**src/rtl/keypad_emulator.sv**
```systemverilog
`default_nettype none
// ============================================================================
// Module   : keypad_emulator
// Purpose  : Keypad side of a 4x4 row/column scan matrix. Key codes are
//            queued through a small FIFO. Each queued key is held pressed
//            for HOLD_CYCLES and then released for GAP_CYCLES. While a key
//            is pressed, the emulator answers the decoder's column strobes
//            on the row lines, as a physical switch matrix would.
// Ports    : clk        - system clock (the decoder's scan clock)
//            rst        - synchronous, active-high reset
//            key_in     - key code to queue ({row[1:0], col[1:0]})
//            key_valid  - push request
//            key_ready  - FIFO not full; a push is taken when valid&&ready
//            col        - column strobes from the decoder, active-low
//            row        - row lines to the decoder, active-low, registered
//            busy       - high while a key is pressed or in its release gap
//            cur_key    - code of the key most recently popped
//            fifo_count - number of queued entries
// Options  : define KEYPAD_EMULATOR_BOUNCE_EN to add contact chatter during
//            the first BOUNCE_CYCLES cycles of each press.
// Revision : 1.0 - initial release
// ============================================================================
module keypad_emulator #(
    parameter int HOLD_CYCLES   = 1000,
    parameter int GAP_CYCLES    = 1000,
    parameter int FIFO_AW       = 2,
    parameter int BOUNCE_CYCLES = 64
) (
    input  logic               clk,
    input  logic               rst,
    input  logic [3:0]         key_in,
    input  logic               key_valid,
    output logic               key_ready,
    input  logic [3:0]         col,
    output logic [3:0]         row,
    output logic               busy,
    output logic [3:0]         cur_key,
    output logic [FIFO_AW:0]   fifo_count
);

    localparam int c_depth_int = 1 << FIFO_AW;
    localparam logic [FIFO_AW:0] c_depth = (FIFO_AW + 1)'(c_depth_int);

    // A single down-counter serves both the hold and the gap phases, so it
    // is sized for the larger of the two load values.
    localparam int c_cnt_max = (HOLD_CYCLES > GAP_CYCLES) ? HOLD_CYCLES : GAP_CYCLES;
    localparam int c_cnt_w   = (c_cnt_max > 1) ? $clog2(c_cnt_max) : 1;
    localparam logic [c_cnt_w-1:0] c_hold_load = c_cnt_w'(HOLD_CYCLES - 1);
    localparam logic [c_cnt_w-1:0] c_gap_load  = c_cnt_w'(GAP_CYCLES - 1);

    localparam logic [1:0] S_IDLE    = 2'd0;
    localparam logic [1:0] S_PRESS   = 2'd1;
    localparam logic [1:0] S_RELEASE = 2'd2;

    if (HOLD_CYCLES < 1 || GAP_CYCLES < 1 || BOUNCE_CYCLES < 1 || FIFO_AW < 1) begin : g_bad_param
        $error("keypad_emulator: HOLD/GAP/BOUNCE_CYCLES and FIFO_AW must be >= 1");
    end

    logic [3:0]          r_mem [c_depth_int];
    logic [FIFO_AW-1:0]  r_wr_ptr;
    logic [FIFO_AW-1:0]  r_rd_ptr;
    logic [FIFO_AW:0]    r_count;
    logic [1:0]          r_state;
    logic [c_cnt_w-1:0]  r_cnt;
    logic [3:0]          r_cur;
    logic                r_busy;
    logic [3:0]          r_row;

    logic                w_push;
    logic                w_pop;
    logic                w_contact;
    logic [3:0]          w_row_next;

    // Readiness comes only from the registered count, so a pop in the same
    // cycle never makes room for a push into a full FIFO.
    assign key_ready  = (r_count != c_depth);
    assign w_push     = key_valid && key_ready;
    assign w_pop      = (r_state == S_IDLE) && (r_count != '0);

    assign row        = r_row;
    assign busy       = r_busy;
    assign cur_key    = r_cur;
    assign fifo_count = r_count;

    // ------------------------------------------------------------------
    // FIFO storage (no reset needed: contents are qualified by r_count)
    // ------------------------------------------------------------------
    always_ff @(posedge clk) begin
        if (w_push) begin
            r_mem[r_wr_ptr] <= key_in;
        end
    end

    always_ff @(posedge clk) begin
        if (rst) begin
            r_wr_ptr <= '0;
            r_rd_ptr <= '0;
            r_count  <= '0;
        end else begin
            if (w_push) begin
                r_wr_ptr <= r_wr_ptr + 1'b1;
            end
            if (w_pop) begin
                r_rd_ptr <= r_rd_ptr + 1'b1;
            end
            case ({w_push, w_pop})
                2'b10:   r_count <= r_count + 1'b1;
                2'b01:   r_count <= r_count - 1'b1;
                default: r_count <= r_count;
            endcase
        end
    end

    // ------------------------------------------------------------------
    // Press / release sequencer
    // ------------------------------------------------------------------
    always_ff @(posedge clk) begin
        if (rst) begin
            r_state <= S_IDLE;
            r_cnt   <= '0;
            r_cur   <= '0;
            r_busy  <= 1'b0;
        end else begin
            case (r_state)
                S_IDLE: begin
                    if (w_pop) begin
                        r_cur   <= r_mem[r_rd_ptr];
                        r_cnt   <= c_hold_load;
                        r_state <= S_PRESS;
                        r_busy  <= 1'b1;
                    end
                end
                S_PRESS: begin
                    if (r_cnt == '0) begin
                        r_cnt   <= c_gap_load;
                        r_state <= S_RELEASE;
                    end else begin
                        r_cnt <= r_cnt - 1'b1;
                    end
                end
                S_RELEASE: begin
                    if (r_cnt == '0) begin
                        r_state <= S_IDLE;
                        r_busy  <= 1'b0;
                    end else begin
                        r_cnt <= r_cnt - 1'b1;
                    end
                end
                default: begin
                    r_state <= S_IDLE;
                    r_busy  <= 1'b0;
                end
            endcase
        end
    end

    // ------------------------------------------------------------------
    // Contact state of the pressed key
    // ------------------------------------------------------------------
`ifdef KEYPAD_EMULATOR_BOUNCE_EN
    logic [c_cnt_w-1:0] w_elapsed;
    logic [31:0]        w_elapsed_ext;

    // Cycles spent in PRESS so far, derived from the hold counter so no
    // second counter is needed. The contact starts closed and flips every
    // four cycles until the chatter window ends.
    assign w_elapsed     = c_hold_load - r_cnt;
    assign w_elapsed_ext = 32'(w_elapsed);
    assign w_contact     = (w_elapsed_ext < 32'(BOUNCE_CYCLES)) ? ~w_elapsed_ext[2] : 1'b1;
`else
    assign w_contact     = 1'b1;
`endif

    // ------------------------------------------------------------------
    // Switch matrix: the pressed key shorts its row to its column, so the
    // row reads low exactly when that column is strobed (other strobes
    // being low at the same time do not matter).
    // ------------------------------------------------------------------
    always_comb begin
        w_row_next = 4'hF;
        if ((r_state == S_PRESS) && w_contact && !col[r_cur[1:0]]) begin
            w_row_next[r_cur[3:2]] = 1'b0;
        end
    end

    always_ff @(posedge clk) begin
        if (rst) begin
            r_row <= 4'hF;
        end else begin
            r_row <= w_row_next;
        end
    end

endmodule
`default_nettype wire

```
**config.mk**
```make
export PLATFORM = sky130hd
export DESIGN_NAME = keypad_emulator
export DESIGN_NICKNAME = d
export VERILOG_FILES = /design/src/rtl/keypad_emulator.sv
export SDC_FILE = /design/constraint.sdc
export NUM_CORES = 1
export LEC_CHECK = 0
export CAP_MARGIN = 20
export CORE_MARGIN = 5
export CORE_UTILIZATION = 45
export CTS_CLUSTER_DIAMETER = 30
export DETAILED_ROUTE_END_ITERATION = 16
export PLACE_DENSITY = 0.65
export SYNTH_ARGS = -nofsm -noshare
export SYNTH_HDL_FRONTEND = slang
export SYNTH_SLANG_ARGS = --single-unit
```
**constraint.sdc**
```tcl
create_clock -name clk -period 2.3 [get_ports clk]
set_input_delay 0.23 -clock clk [delete_from_list [all_inputs] [get_ports clk]]
set_output_delay 0.23 -clock clk [all_outputs]
set_load 0.005 [all_outputs]
```
==> impl_metrics.yaml, run 1 <==
clock_network:
  cts_tree: "built"
  numClockSinks: 44
  ctsHoldBuffers: 0
  postCtsSetupBuffers: 0
  root_buffer: "clkbuf_8"
  clk_pin_slew_ns: 0.09
  cts-buffers-inserted: 5
  htreeDepth: 2
  cts_buffer_depth: 2
  clkLatencyLatePin_ns: 0.30
  cts_resized: 0
floorplanning:
  die_h_um: 79.5
  die_x_um: 79.5
  core_um2: 4720
  rows: 25
  ios: 24
  start_util_pct: 46.1
  die-area_um2: 6330
drt:
  drtAntennaViolNets: 0
  wirelength_um: 4560
  dr.pass1.iters: 4
  drtIter0Drc: 139
  avgViaCountPerCell: 5.42
  wl_per_cell_um: 14.8
  vias: 1675
  drc: 0
place:
  hpwlAfterDp_um: 3250
  portBuffers: 23
  gp_congestion: 0.827
global_routing:
  grt_use_total_pct: 15.8
  grt_pass1_vias: 1569
  grt.overflow.total: 0
  grt_max_degree: 21
  antenna_found_initial: 0
  grt_first_pass_wirelength_um: 7730
worst_setup_path:
  cp-end-kind: "flop"
  worstPathRequired_ns: 2.53
  critPathMaxFanout: 6
  r2r_slack_ns: 0.09
  worst-setup-path-type: "reg2reg"
  critPathArrivalTime_ns: 2.44
  cp-start-kind: "flop"
  timing.rr.end: "fifo_count[2]$_SDFFE_PP0P_"
  r2r_start: "fifo_count[0]$_SDFFE_PP0P_"
  reg2reg_depth: 9
synth:
  ys_seq_area_share_pct: 47.8
  synth.cell_area_um2: 2180
  syn_area_per_cell_um2: 10.7
  yosys_warnings: 0
  yosys.area.top_type: "dfxtp_1"
  yosysTopAreaCellShare_pct: 25.8
  synth.distinct_cells: 52
  synthCells: 204
  syn_nets: 225
  yosys_most_used_dff: "dfxtp_1"
  yosys-top-cells-area: "dfxtp_1 26%, edfxtp_1 22%, ha_1 5.2%, mux4_2 5.2%, nor2_1 3.8%"
  synth_seq_cells: 44
  async_flop_share_pct: 0
  synth_edf_count: 16
timing:
  tightest_slew_ns: 0.515
  setup_violations: 0
  finalHoldViolCount: 0
  fin_crit_ns: 2.21
  relSlewSlack_pct: 65.6
  fmaxAchievable_mhz: 452
  whs_ns: 0.447
  rsz0062_at_grt: "false"
  final.setup_skew_ns: 0.00375
  fin_crit_sh_pct: 96.1
  tns_ns: 0
  timing.final.max_slew_violations: 0
layout:
  fin_util_pct: 57.0
  finalNetCount: 262
  num_antenna_cells: 0
  seqCellArea_um2: 1040
  multi_input_comb_area_um2: 1040
  area_delta_synth_final_pct: 23.7
  num-fill-cells: 400
  drive_gt1_share_pct: 16.9
worst_hold_path:
  hold_path.class: "reg2reg"
  min_to: "row[1]$_SDFF_PP1_"
  hp-start: "cur_key[2]$_SDFFE_PP0P_"
  worstHoldPathCells: 1
job:
  cap_violations: 0
outcome:
  status: "complete, no violations"
power_and_ir_drop:
  max-vdd-ir-drop_mv: 0.548
  p_leak_nw: 0.977
  power_density_nw_per_um2: 1210
## final cells by class
type | instances | area share (%)
clock inverter | 3 | 1.72
sequential | 44 | 38.7
timing repair buffer | 39 | 13.0
multi-input combinational | 135 | 38.6
inverter | 16 | 2.23
tap | 67 | 3.11
clock buffer | 5 | 2.56
## critical path, cell delays in order, from the launching register on
cell and delay [ns]:
dfxtp_1 0.32, or3b_4 0.42, and2_1 0.18, inv_1 0.07
ha_2 0.18, inv_1 0.05, fa_2 0.33, xor2_1 0.15
or3_1 0.31, a21oi_1 0.14
## registers in the layout, indices dropped and copies added, names as in the netlist, 2 cells and up
signal / flops
r_mem: 16
r_cnt: 10
cur_key: 4
row: 4
fifo_count: 3
r_rd_ptr: 2
r_state: 2
r_wr_ptr: 2
## cells by family (layout without fill, tap and decap cells)
logic type	Yosys count	count (layout)	synth area share, %
fa+ha+maj	10	10	6.10
simple gates	64	64	15.8
flops	44	44	47.8
compound gates	47	47	16.6
buf+inv	25	63	4.71
xor+xnor	5	5	2.01
mux	9	9	7.02
## layout by cell type, fill, tap and decap left out, drive strengths merged, types with 3 or more instances in the layout
cell type,synthesis,final
a21oi,8,8
a31oi,5,5
and3,4,4
buf,3,16
clkbuf,6,5
clkdlybuf4s50,0,23
dfxtp,28,28
edfxtp,16,16
ha,9,9
inv,15,16
mux2i,4,4
mux4,5,5
nand2,9,9
nand3,4,4
nor2,22,22
nor3,6,6
nor4,8,8
o21ai,9,9
o311ai,6,6
xor2,3,3
## through the flow
step	power [W]	setup slack, ns	area [µm²]	instances
after floorplan	0.00213	0.0234	2180	204
after global placement	0.00264	0.0955	2570	301
after detailed placement	0.00263	0.0526	2570	301
after CTS	0.00325	0.0401	2690	309
after global routing	0.00348	0.00850	2690	309
final	0.00325	0.0890	2690	309
## synthesized netlist by cell type, types with 2 or more instances
cell type,number
a211oi_1,2
dfxtp_1,28
a31oi_1,5
mux4_2,5
nor3_1,6
mux2i_1,4
inv_1,15
edfxtp_1,16
nor4_1,7
nor2_1,22
xnor2_1,2
o311ai_0,5
a41oi_1,2
xor2_1,3
or3_1,2
ha_1,9
a31o_1,2
o21ai_0,8
clkbuf_1,6
nand2_1,9
and3_1,4
o31ai_1,2
a21oi_1,8
nand3_1,4
## metal layers
layer  track usage, %  vias to the layer above  share of wire (%)
met2             22.1                       46                 43
li1                 -                      840                  -
met5                0                        -                  0
met4             6.19                        0                1.7
met3             3.61                        8                5.7
met1             23.3                      781                 50
## power breakdown
group	switching, W	total, W	internal [W]
logic	0.000768	0.00148	0.000707
registers	0.000174	0.00116	0.000986
clock network	0.000283	0.000611	0.000327
total	0.00123	0.00325	0.00202
## worst max path at each step
stage                            endpoint  slack, ns  cells past startpoint                        from
2_1_floorplan  fifo_count[2]$_SDFFE_PP0P_       0.02                      9  fifo_count[0]$_SDFFE_PP0P_
3_3_place_gp   fifo_count[2]$_SDFFE_PP0P_        0.1                      9  fifo_count[0]$_SDFFE_PP0P_
3_5_place_dp   fifo_count[2]$_SDFFE_PP0P_       0.05                      9  fifo_count[0]$_SDFFE_PP0P_
4_1_cts        fifo_count[2]$_SDFFE_PP0P_       0.04                      9  fifo_count[0]$_SDFFE_PP0P_
5_1_grt        fifo_count[2]$_SDFFE_PP0P_      0.008                      9  fifo_count[0]$_SDFFE_PP0P_
6_report       fifo_count[2]$_SDFFE_PP0P_       0.09                      9  fifo_count[0]$_SDFFE_PP0P_
No activity file was read; power rests on OpenSTA's default activity.
==> inputs of run 2 (changes only) <==
Settings changed: CORE_UTILIZATION 45 to 25, PLACE_DENSITY 0.65 to 0.39.
==> impl_metrics.yaml, run 2 (synthesized netlist as in run 1, its figures left out) <==
outcome:
  status: "complete, no violations"
clock_network:
  numClockSinks: 44
  cts_tree: "built"
  root_buffer: "clkbuf_8"
  cts-buffers-inserted: 5
  clk_pin_slew_ns: 0.09
  cts_buffer_depth: 2
  clkLatencyLatePin_ns: 0.30
  htreeDepth: 2
layout:
  num_antenna_cells: 0
  largest_reg_flops: 16
  finalNetCount: 266
  layout_common_cells: "26 x dfxtp_1, 23 x clkdlybuf4s50_1, 22 x nor2_1"
  top_register: "r_mem"
  area_delta_synth_final_pct: 27.8
  drive_gt1_share_pct: 19.9
  reg_top3: "r_mem: 16 flops, r_cnt: 10 flops"
  layout_commonest_cell: "dfxtp_1"
  final_area_um2: 2780
timing:
  whs_ns: 0.450
  final.setup_skew_ns: 0.00913
  finalHoldViolCount: 0
  fin_crit_ns: 2.19
  relSlewSlack_pct: 69.3
  tns_ns: 0
  fin_crit_sh_pct: 95.3
  tightest_slew_ns: 0.458
  setup_violations: 0
  fmaxAchievable_mhz: 456
  timing.final.max_slew_violations: 0
floorplanning:
  die-area_um2: 10700
  die_x_um: 103
  die_h_um: 103
  ios: 24
  core_um2: 8590
  start_util_pct: 25.3
  rows: 34
worst_hold_path:
  worstHoldPathCells: 1
  hold_path.class: "reg2reg"
worst_setup_path:
  critPathArrivalTime_ns: 2.43
  cp_num_cells: 9
  crit_chain: "or3b_4 > and2_4 > inv_2 > ha_2 > inv_1 > fa_2 > xor2_1 > or3_1 > a21oi_2"
  worst-setup-path-type: "reg2reg"
  reg2reg_depth: 9
  cp_slowest_stage_delay_ns: 0.39
  cp_slowest_cell: "or3b_4"
  critical-path-top-delay-family: "simple AND/OR/NAND/NOR gates"
  cp-end-kind: "flop"
  critPathBufInv: 2
  worstPathRequired_ns: 2.54
  cp-start-kind: "flop"
  critPathMaxFanout: 3
place:
  portBuffers: 23
  hpwlAfterDp_um: 3720
  post_dp_cell_area_um2: 2650
  gp_congestion: 0.759
power_and_ir_drop:
  p_leak_nw: 0.996
  total_power_w: 0.00332
  max-vdd-ir-drop_mv: 0.400
  power_density_nw_per_um2: 1190
drt:
  wl_per_cell_um: 14.7
  drc: 0
  dr.pass1.iters: 4
  drtIter0Drc: 46
  vias: 1674
  drtAntennaViolNets: 0
  wirelength_um: 5210
  avgViaCountPerCell: 4.73
global_routing:
  grt.overflow.total: 0
  grt_max_degree: 21
  grt_use_total_pct: 10.7
  grt_pass1_vias: 1713
  grt_first_pass_wirelength_um: 8840
  antenna_found_initial: 0
job:
  cap_violations: 0
[run 2: changes by cell type in the layout (fill, tap and decap cells not counted), sizes merged]
cell | previous run | this run
buf | 16 | 20
[run 2: where the power goes]
part / leakage, nW / internal (W) / total, W / switching (W)
logic: 0.563 / 0.000739 / 0.00153 / 0.000796
registers: 0.378 / 0.000987 / 0.00116 / 0.000172
clock network: 0.0548 / 0.000328 / 0.000624 / 0.000297
total: 0.996 / 0.00205 / 0.00332 / 0.00126
[run 2: path summary, 6_finish.rpt]
kind / slack, ns / end / startpoint
hold / removal: 0.45 / row[1]$_SDFF_PP1_ / cur_key[2]$_SDFFE_PP0P_
setup / recovery: 0.11 / fifo_count[2]$_SDFFE_PP0P_ / fifo_count[0]$_SDFFE_PP0P_
setup reg to reg: 0.11 / fifo_count[2]$_SDFFE_PP0P_ / fifo_count[0]$_SDFFE_PP0P_
hold reg to reg: 0.45 / row[1]$_SDFF_PP1_ / cur_key[2]$_SDFFE_PP0P_
[run 2: cell type report]
class	count	area, µm²
Tap cell	108	135
Fill cell	897	5810
Inverter	16	60.1
Timing Repair Buffer	43	380
Clock inverter	3	46.3
Multi-Input combinational cell	135	1050
Sequential cell	44	1040
Clock buffer	5	68.8
[run 2: timing repair]
item,4_1_cts,5_1_grt
setup endpoints to repair,0,1
hold endpoints to repair,0,0
setup buffers,0,1
hold buffers,0,0
gates resized for setup,0,6
[run 2: worst register-to-register path: cells and delay by family (launching register included)]
kind                       cells  cell delay, ns
AOI/OAI and AO/OA              1            0.13
xor gates and xnor gates       1            0.15
adders and majority gates      2            0.50
buffers and inverters          2            0.10
DFF                            1            0.33
and+or+nand+nor                3            0.93
[run 2: stage by stage]
step	setup WS (ns)	utilization [%]	cells
after global routing	-0.0122	32.4	354
after global placement	0.0592	30.8	345
after detailed placement	0.0245	30.8	345
after CTS	0.00389	32.1	353
final	0.109	32.4	354
after floorplan	0.0234	-	204
[run 2: per-layer routing]
layer	GRT usage [%]	part of all wire, %
met1	14.7	48
met2	16.5	48
met3	3.35	3.9
met4	2.69	0.56
met5	0	0
==> inputs of run 3 (changes only) <==
Settings changed: CAP_MARGIN 20 to default.
==> results of run 3 <==
No change in the layout: final DEF, timing and power equal those of run 2.
